## src/rtl/seg_display_arbiter.sv

```systemverilog
// Round-robin arbiter sharing one two-digit 7-segment display among NUM_REQ byte sources,
// with a minimum hold time per grant and a registered byte/valid output.
module seg_display_arbiter #(
   parameter int NUM_REQ     = 4,
   parameter int HOLD_CYCLES = 25000000
) (
   input  logic                 i_Clk,
   input  logic                 i_Rst_L,
   input  logic [NUM_REQ-1:0]   i_Req,
   input  logic [8*NUM_REQ-1:0] i_Data,
   output logic [NUM_REQ-1:0]   o_Grant,
   output logic [2:0]           o_Grant_Id,
   output logic [7:0]           o_Display_Byte,
   output logic                 o_Display_Valid
);

   localparam int CW = $clog2(HOLD_CYCLES) + 1;
   localparam logic [CW-1:0] HOLD_LOAD = CW'(HOLD_CYCLES - 1);

   typedef enum logic [1:0] {IDLE, HOLD, OWNED} state_t;

   state_t            state;
   logic [2:0]        ptr;
   logic [CW-1:0]     cnt;

   logic [2*NUM_REQ-1:0] req_rot;
   logic                 sel_found;
   int                   sel_off;
   logic [3:0]           sel_sum;
   logic [2:0]           sel_id;
   logic [2:0]           ptr_nxt;
   logic                 own_req;
   logic                 others_req;
   logic                 hold_done;
   logic [7:0]           cur_byte;

   // Rotate requests so bit 0 is the pointer position; first set bit wins.
   always_comb begin
      req_rot   = {i_Req, i_Req} >> ptr;
      sel_found = 1'b0;
      sel_off   = 0;
      for (int i = 0; i < NUM_REQ; i++) begin
         if (!sel_found && req_rot[i]) begin
            sel_found = 1'b1;
            sel_off   = i;
         end
      end
      sel_sum = {1'b0, ptr} + 4'(sel_off);
      if (sel_sum >= 4'(NUM_REQ)) sel_sum = sel_sum - 4'(NUM_REQ);
      sel_id  = sel_sum[2:0];
      ptr_nxt = (sel_id == 3'(NUM_REQ - 1)) ? 3'd0 : sel_id + 3'd1;
   end

   always_comb begin
      own_req    = |(i_Req & o_Grant);
      others_req = |(i_Req & ~o_Grant);
      hold_done  = (state == OWNED) || (state == HOLD && cnt == '0);
      cur_byte   = 8'h00;
      for (int i = 0; i < NUM_REQ; i++) begin
         if (o_Grant_Id == 3'(i)) cur_byte = i_Data[8*i +: 8];
      end
   end

   always_ff @(posedge i_Clk or negedge i_Rst_L) begin
      if (!i_Rst_L) begin
         state           <= IDLE;
         ptr             <= 3'd0;
         cnt             <= '0;
         o_Grant         <= '0;
         o_Grant_Id      <= 3'd0;
         o_Display_Byte  <= 8'h00;
         o_Display_Valid <= 1'b0;
      end else begin
         if (o_Grant != '0) o_Display_Byte <= cur_byte;
         // Valid rises one edge after a grant and stays up across handovers.
         o_Display_Valid <= (state != IDLE);
         if (state == IDLE || !own_req || (hold_done && others_req)) begin
            if (sel_found) begin
               o_Grant    <= NUM_REQ'(1) << sel_id;
               o_Grant_Id <= sel_id;
               ptr        <= ptr_nxt;
               cnt        <= HOLD_LOAD;
               state      <= (HOLD_CYCLES == 1) ? OWNED : HOLD;
            end else begin
               o_Grant         <= '0;
               o_Grant_Id      <= 3'd0;
               o_Display_Valid <= 1'b0;
               state           <= IDLE;
            end
         end else if (state == HOLD) begin
            if (cnt == '0) state <= OWNED;
            else           cnt   <= cnt - 1'b1;
         end
      end
   end

endmodule

```

## config.mk

```make
export PLATFORM = sky130hd
export DESIGN_NAME = seg_display_arbiter
export DESIGN_NICKNAME = d
export VERILOG_FILES = /design/src/rtl/seg_display_arbiter.sv
export SDC_FILE = /design/constraint.sdc
export NUM_CORES = 1
export LEC_CHECK = 0
export ABC_AREA = 1
export CORE_MARGIN = 1
export CORE_UTILIZATION = 45
export CTS_BUF_LIST = sky130_fd_sc_hd__clkbuf_8
export DETAILED_ROUTE_END_ITERATION = 10
export PLACE_DENSITY = 0.69
export SETUP_SLACK_MARGIN = 0.05
export SKIP_LAST_GASP = 1
export SYNTH_ARGS = -nofsm -noshare
export SYNTH_HDL_FRONTEND = slang
export SYNTH_SLANG_ARGS = --single-unit
```

## constraint.sdc

```tcl
create_clock -name i_Clk -period 2.9 [get_ports i_Clk]
set_input_delay 0.87 -clock i_Clk [delete_from_list [all_inputs] [get_ports i_Clk]]
set_output_delay 0.87 -clock i_Clk [all_outputs]
set_load 0.02 [all_outputs]
```

==> metrics.yaml <==
sta:
  rsz0062_at_grt: "no"
  setup_ws_ns: 0.144
  period_share_pct: 95.0
  hold_viol_final: 0
  min_period_ns: 2.76
  finalMaxSlewViolations: 0
  finalSetupViolations: 0
  fmax_mhz: 363
  worst_pin_slew_ns: 0.687
  fin_skew_ns: 0.00595
  relSlewSlack_pct: 53.9
  setup_tns_ns: 0
die:
  num_io_pins: 54
  die_h_um: 86.2
  start_util_pct: 46.7
  die_w_um: 86.2
  die-area_um2: 7430
  design.core.area_um2: 6830
  rows: 30
placement:
  place_ws_ns: -0.563
  gp_congestion: 0.850
  dp_hpwl_mm: 5.83
  dpl_cell_area_um2: 3930
  portBuffers: 53
power_and_ir_drop:
  peakVddDrop_mv: 0.842
  p_leak_nw: 1.92
  p_total_mw: 4.39
  power_density_nw_per_um2: 1070
final_layout:
  multiInputGateArea_um2: 1830
  regArea_um2: 1180
  postLayoutCoreUtil_pct: 59.9
  final_cell_area_um2: 4090
  final_common_cell: "nand2_1"
  diodes: 0
  layout-drive-gt1-share_pct: 13.4
  nFillCells: 680
  area_growth_syn_to_layout_pct: 28.4
  final_cell_mix: "nand2_1 (144), nor2_1 (59), clkdlybuf4s50_1 (48), dfrtp_1 (47), nand3_1 (42)"
  final_net_count: 577
global_routing:
  grt_max_degree: 48
  gr-usage-all-layers_pct: 23.0
  grt_overflow: 0
  grt_antenna_before_repair: 0
  first_global_vias: 3007
  grt_pass1_wl_mm: 13.7
setup_path:
  required_ns: 3.13
  critPathLaunchType: "input port"
  crit_type: "input port to register"
  endpoint_kind: "register"
  worstPathArrival_ns: 2.99
  crit_fanout: 3
clocking:
  clock-sinks: 47
  tritoncts: "done"
  cts_made_buffers: 5
  clockRootBuffer: "clkbuf_8"
  clkTransAtPathRegs_ns: 0.08
  clk_latency_ns: 0.30
  cts_max_level: 2
  cts_buffer_depth: 2
  hold_buffers: 0
yosys:
  synthesis.area_um2: 3190
  muxShareOfSynthArea_pct: 0
  synth_simple_gate_area_share_pct: 39.1
  synthTopCellsByArea: "dfrtp_1 (37%), nand2_1 (17%), nor2_1 (7.1%), nand3_1 (6.6%), inv_1 (4.8%)"
  synth_compound_area_share_pct: 8.08
  ys.flop_type: "dfrtp_1"
  avgSynthCellArea_um2: 6.96
  async_flop_share_pct: 100
  synth_adder_area_share_pct: 3.77
  yosys.area.top_type: "dfrtp_1"
  synth.distinct_cells: 33
  synth_edf_count: 0
  syn_inst: 458
  ys_ff_latch: 47
  synth_top_family_by_area: "simple AND/OR/NAND/NOR gates"
  synthXorXnorAreaFrac_pct: 4.40
  syn_nets: 505
  synth_top_area_share_pct: 36.9
  yosysWarnings: 0
  ys_seq_area_share_pct: 36.9
drt:
  drtPass1Iterations: 5
  drcViolationCount: 0
  via_per_inst: 5.01
  wire_per_inst_um: 12.7
  drt-initial-drc-count: 170
  ant_nets: 0
  drt-total-wl_mm: 7.93
  vias: 3134
min_path:
  min_path_type: "register to register"
outcome:
  status: "finished clean"
job:
  max_cap_violations: 0
-- what timing repair did --
action,in CTS,in global routing
cloned,0,0
pin swaps,6,10
setup endpoints to repair,9,8
buffers inserted,2,0
resized for setup,13,15
-- layer usage --
layer / track usage [%] / part of all wire [%]
met1: 30.4 / 48
met2: 40.0 / 46
met3: 3.90 / 5.3
met4: 4.09 / 0.82
met5: 0 / 0
-- worst paths after layout --
check / startpoint / end / slack (ns) / cells past startpoint
worst max-delay path: i_Req[3] / ptr[2] / 0.14 / 16
min in group asynchronous: i_Rst_L / o_Display_Byte[1] / 0.66 / 2
worst max register to register: ptr[0] / ptr[2] / 0.22 / 14
max in group asynchronous: i_Rst_L / cnt[22] / 1.84 / 2
worst min register to register: cnt[1] / cnt[1] / 0.48 / 2
worst min-delay path: cnt[1] / cnt[1] / 0.48 / 2
-- critical path, stage by stage --
cell	delay, ns
clkbuf_2	0.11
inv_1	0.07
nand2_1	0.06
o21ai_2	0.08
or2_0	0.16
o21ai_2	0.08
inv_1	0.07
a21oi_2	0.05
nor2_1	0.11
ha_2	0.20
inv_2	0.04
fa_2	0.54
inv_2	0.05
ha_4	0.15
or2_4	0.22
o21ai_2	0.12
-- logic make-up (layout without fill, tap and decap cells) --
logic type,Yosys count,count (layout)
AO/OA/AOI/OAI,47,47
adder cells (fa/ha/maj),9,9
flip-flops,47,47
AND/OR/NAND/NOR,282,282
XOR/XNOR,16,16
buffers and inverters,57,129
-- flip-flops by register name (all words and copies together), names as in the netlist --
register         flops
cnt                 26
o_Grant_Id           3
ptr                  3
o_Display_Byte       8
o_Grant              4
o_Display_Valid      1
state                2
-- power breakdown --
part | internal (mW) | leakage (nW) | switching, mW
combinational | 1.20 | 1.30 | 1.55
clock | 0.249 | 0.0554 | 0.217
sequential | 0.908 | 0.560 | 0.263
total | 2.35 | 1.92 | 2.03
-- final cells by class --
cell class / count / area share, %
multi-input cells: 354 / 44.7
flip-flops and latches: 47 / 28.7
repair buffers: 79 / 17.2
inverters: 43 / 3.94
well taps: 96 / 2.93
clock buffers: 5 / 1.68
clock inverters: 2 / 0.825
-- stage by stage --
step,hold WS [ns],instances
after floorplan,0.442,458
after global placement,0.455,617
after detailed placement,0.463,617
after CTS,0.482,626
after global routing,0.496,626
final,0.482,626
-- synthesized netlist by cell type (5+ instances only) --
cell type / count
o21ai_0: 19
a31oi_1: 6
nor2_1: 60
o22ai_1: 9
ha_1: 8
nand4_1: 13
xor2_1: 6
nand2_1: 144
a21oi_1: 12
nand3_1: 42
xnor2_1: 10
nor3_1: 5
inv_1: 41
nand2_4: 5
dfrtp_1: 47
No activity file was read; power rests on OpenSTA's default activity.
==> variant 1 (config.mk and constraints unchanged) <==
The 3 states of `state_t` get a one-hot encoding in 3 bits.
--- a/src/rtl/seg_display_arbiter.sv
+++ b/src/rtl/seg_display_arbiter.sv
@@ -17,7 +17,7 @@
    localparam int CW = $clog2(HOLD_CYCLES) + 1;
    localparam logic [CW-1:0] HOLD_LOAD = CW'(HOLD_CYCLES - 1);
 
-   typedef enum logic [1:0] {IDLE, HOLD, OWNED} state_t;
+   typedef enum logic [2:0] {IDLE = 3'b001, HOLD = 3'b010, OWNED = 3'b100} state_t;
 
    state_t            state;
    logic [2:0]        ptr;
Function: same outputs for any inputs over 10 cycles, from zero or initial values and one cycle with i_Rst_L low; not proved beyond that.
==> variant 1 against the unedited design <==
Power rose by 11%. Wire length rose by 12%. Worst setup slack improved by 0.026 ns. Clock power rose by 43%. Final area rose by 6.8%. Non-clock buffer count rose by 1. Sequential cell count rose by 1. Area after synthesis rose by 8.4%. Largest power group unchanged. Highest routed layer unchanged.
==> variant 1: results (changes against the unedited design) <==
IO buf count=53 (unchanged); Final Total Pwr=4.87 mW (+11%); clock skew=0.00539 ns (-0.000555 ns); pre-CTS WS=-0.532 ns (+0.0315 ns); met2 WL=4330 um (+19%); Worst Tran Pin Value=0.920 ns (+0.233 ns); final instance area=0.00437 mm^2 (+6.8%); H-tree levels=2 (unchanged); clock latency on the worst-skew pair=between 0.3 and 0.4 ns; Filler cells=659 (-3.1%); Synth top cells by count=134 x nand2_1, 55 x nor2_1, 47 x dfrtp_1; Synth async-reset ratio=1.00 (unchanged); Min Clock Period, post-route=2.73 ns (-0.0264 ns); hold_sp=o_Display_Byte[5]$_DFFE_PN0P_; vias per cell=5.25 (+4.9%); Sw Ratio=0.463 (about the same); first-pass GRT wire length=15,000 um (+9.7%); top sig layer=met4; M1 WL=4080 um (+6.8%); ANT cells=0 (unchanged); Detailed Routing Iterations Pass 1=7 (+2); Routed WL per cell=13.6 um (+7.6%); final hold slack=0.493 ns (+0.0109 ns); DPL Wire Length=6430 um (+10%); Iteration-0 DRC Markers=169 (-0.59%); Mean Syn Cell Area=7.21 um^2 (+3.6%); Cell Area, Placed=0.00417 mm^2 (+5.9%); met3 WL=322 um (-23%); syn_nets=525 (+4.0%); DR vias=3,409 (+8.8%); hold path endpoint=o_Display_Byte[5]$_DFFE_PN0P_; vias in the first global route=3,286 (+9.3%); Peak VDD IR=0.599 mV (-29%); crit path launch=i_Req[1]; nets@finish=595 (+3.1%); routability cong.=0.876 (+3.1%); Total GRT Usage=0.240 (+0.0100); status=completed; Worst Path Arrival=2.96 ns (-0.03 ns); pin count of the biggest net entering global routing=33 (-31%); RR Endpoint=ptr[1]$_DFFE_PN0P_; Clk pin slew, worst setup/hold paths=around 0.090 ns; worst r2r path cells=14 (unchanged); r2r setup slk=0.33 ns (+0.11 ns); ratio of cells with drive above 1 in the final layout=0.173 (+0.0388); top cells by area, synth=dfrtp_1 34%, nand2_1 15%, nor2_1 6.0%, nand3_1 5.8%, inv_1 4.6%; critical path type=primary input to flip-flop; clk root buf=clkbuf_8; clock share of power=0.137 (+0.031); Static Leakage=2.07 nW (+7.8%); post-synth cell types=39 (+18%); Inst Count DP=639 (+3.6%); Seq/Total Area, Yosys=0.348 (-0.0210); P_seq=1.24 mW (+6%); total clock buffers created by CTS=5 (unchanged); CP max FO=2 (-1)
==> variant 1: changes by cell type in the layout (fill, tap and decap cells not counted), moves of 4 or more <==
cell,delta
a21oi_1,-6
nand3_2,+12
nand2_2,+4
xnor2_1,-5
mux2i_1,+8
nand4_1,+6
inv_2,+6
o21ai_0,+7
nor2_1,-4
nand2_1,-11
==> variant 1: layout make-up <==
cell class	count	area, um^2	share of cell area
Multi-Input combinational cell	365	1990	0.454
Timing Repair Buffer	80	717	0.164
Inverter	49	184	0.0421
Sequential cell	48	1200	0.275
Clock inverter	3	90.1	0.0206
Clock buffer	5	68.8	0.0157
Tap cell	99	124	0.0283
==> variant 1: routing by layer <==
layer / vias to the layer above / track usage
li1: 1712 / -
met1: 1612 / 0.316
met2: 74 / 0.408
met3: 11 / 0.0402
met4: 0 / 0.0620
met5: - / 0
==> variant 1: timing repair <==
| item | in CTS | in global routing |
|---|---|---|
| setup buffers | 2 | 0 |
| endpoints found under the setup margin | 9 | 8 |
| gates resized for setup | 14 | 14 |
| pin swaps | 7 | 7 |
==> variant 1: cell families after synthesis <==
logic type / Yosys count / synth area share
buffers and inverters: 66 / 0.0941
flip-flops: 48 / 0.348
AO/OA/AOI/OAI: 52 / 0.0833
XOR/XNOR: 8 / 0.0203
AND/OR/NAND/NOR: 289 / 0.400
multiplexers: 8 / 0.0232
adder cells (fa/ha/maj): 8 / 0.0311
==> variant 1: critical path, stage by stage <==
cell	delay, ns
dlygate4sd2_1	0.26
nand2_1	0.08
o21ai_2	0.08
inv_1	0.08
o21ai_2	0.06
inv_1	0.07
nand2_1	0.07
a21boi_2	0.15
ha_2	0.20
inv_2	0.04
fa_2	0.54
inv_2	0.04
ha_2	0.30
nand2_1	0.05
o21ai_1	0.08
==> variant 2 (config.mk and constraints unchanged) <==
Made on the original files. Set the parameter `HOLD_CYCLES` to 6250000 (it was 25000000).
--- a/src/rtl/seg_display_arbiter.sv
+++ b/src/rtl/seg_display_arbiter.sv
@@ -2,7 +2,7 @@
 // with a minimum hold time per grant and a registered byte/valid output.
 module seg_display_arbiter #(
    parameter int NUM_REQ     = 4,
-   parameter int HOLD_CYCLES = 25000000
+   parameter int HOLD_CYCLES = 6250000
 ) (
    input  logic                 i_Clk,
    input  logic                 i_Rst_L,
Function: no difference found for any inputs over 10 cycles, from zero or initial values and one cycle with i_Rst_L low; that may be too few to reach the edited logic, so the function may still have changed.
==> variant 2 against the unedited design <==
Via count is 3.0% lower. Utilization rose by 2.1 points. Sequential cell count decreased by 2. Critical path depth down 2. Power shrank 2.1%. Sequential share of layout area is 0.93 points lower. Fmax up 0.89%. Worst setup slack gained 0.024 ns. Area after synthesis down 2.2%. Wire length shrank 0.91%. Count of clock-buffer cells in the layout rose by 1. Final area is 1.1% lower. Critical endpoint unchanged. Largest power group unchanged.
==> variant 2: results (changes against the unedited design) <==
Peak VDD IR=0.650 mV (-23%); post-synth cell types=30 (-9.1%); worst r2r path cells=13 (-1); nets@finish=563 (-2.4%); met2 WL=3570 um (-1.7%); first-pass GRT wire length=13,300 um (-2.8%); final hold slack=0.493 ns (+0.0113 ns); pin count of the biggest net entering global routing=21 (-56%); hold_sp=o_Display_Byte[1]$_DFFE_PN0P_; Routed WL per cell=13.3 um (+4.6%); Mean Syn Cell Area=7.02 um^2 (+0.89%); total grt overflow=0 (unchanged); Static Leakage=1.91 nW (-0.41%); Cell Area, Placed=0.00389 mm^2 (-1.0%); routability cong.=0.927 (+9.1%); Flop pwr share=0.254 (-0.013); status=completed; Inst Count DP=584 (-5.3%); GR Util met3=0.0467 (+0.00764); met1 global-route usage=0.307 (+0.00293); top cells by area, synth=dfrtp_1 36%, nand2_1 17%, nor2_1 6.5%, nand3_1 6.4%, inv_1 5.5%; Max Fclk=366 MHz (+0.89%); clock skew=0.00523 ns (-0.000720 ns); Seq/Total Area, Yosys=0.361 (-0.00776); DPL Wire Length=6040 um (+3.5%); cell at the slowest stage of the critical path=fa_1; r2r setup slk=0.26 ns (+0.04 ns); ratio of cells with drive above 1 in the final layout=0.145 (+0.0114); Total GRT Usage=0.229 (-0.000837); Synth top cells by count=143 x nand2_1, 54 x nor2_1, 46 x inv_1; hold depth=2 (unchanged); clock share of power=0.089 (-0.017); met3 WL=461 um (+10%); worst rel slew slack=0.450 (-0.0884); met2 Use GR=0.378 (-0.0221); Worst Path Arrival=2.95 ns (-0.04 ns); vias in the first global route=2,883 (-4.1%); Detailed Routing Iterations Pass 1=4 (-1); M1 WL=3760 um (-1.8%); P&R area growth vs syn=29.9%; crit path launch=i_Req[0]; syn_nets=491 (-2.8%); Final Total Pwr=4.30 mW (-2.1%); vias per cell=5.13 (+2.4%); Post-CTS Setup Inserts=1 (-1); hold path endpoint=o_Display_Byte[1]$_DFFE_PN0P_; P_int=2.29 mW (-2.6%); Iteration-0 DRC Markers=146 (-14%); cts hold-fix bufs=0 (unchanged); pre-CTS WS=-0.601 ns (-0.0375 ns); Filler cells=572 (-16%); Detailed Route WL=7860 um (-0.91%); Resized Gates After CTS=10 (-3); largest registers=cnt x24, o_Display_Byte x8, o_Grant x4
## variant 2: cell types whose count changed in the layout (fill, tap and decap cells not counted), moves of 5 or more
cell,before,now
o22ai_2,0,6
inv_1,38,43
o22ai_1,9,0
nor2_1,59,53
buf_4,26,18
buf_12,0,5
## variant 2: area by class of cell
class / instances / area share
Clock buffer: 6 / 0.0204
Clock inverter: 1 / 0.000927
Inverter: 46 / 0.0445
Multi-Input combinational cell: 342 / 0.446
Sequential cell: 45 / 0.278
Tap cell: 77 / 0.0238
Timing Repair Buffer: 76 / 0.186
## variant 2: cell families after synthesis
logic type               share of synthesized area
AO/OA/AOI/OAI                               0.0891
flip-flops                                   0.361
buffers and inverters                       0.0819
XOR/XNOR                                    0.0449
adder cells (fa/ha/maj)                     0.0385
AND/OR/NAND/NOR                              0.384
## variant 2: tightest hold or removal path: cells and delay by family, from the launching register on
family / cells / cell delay, ns
AO/OA/AOI/OAI: 1 / 0.06
AND/OR/NAND/NOR: 1 / 0.05
flip-flops: 1 / 0.35
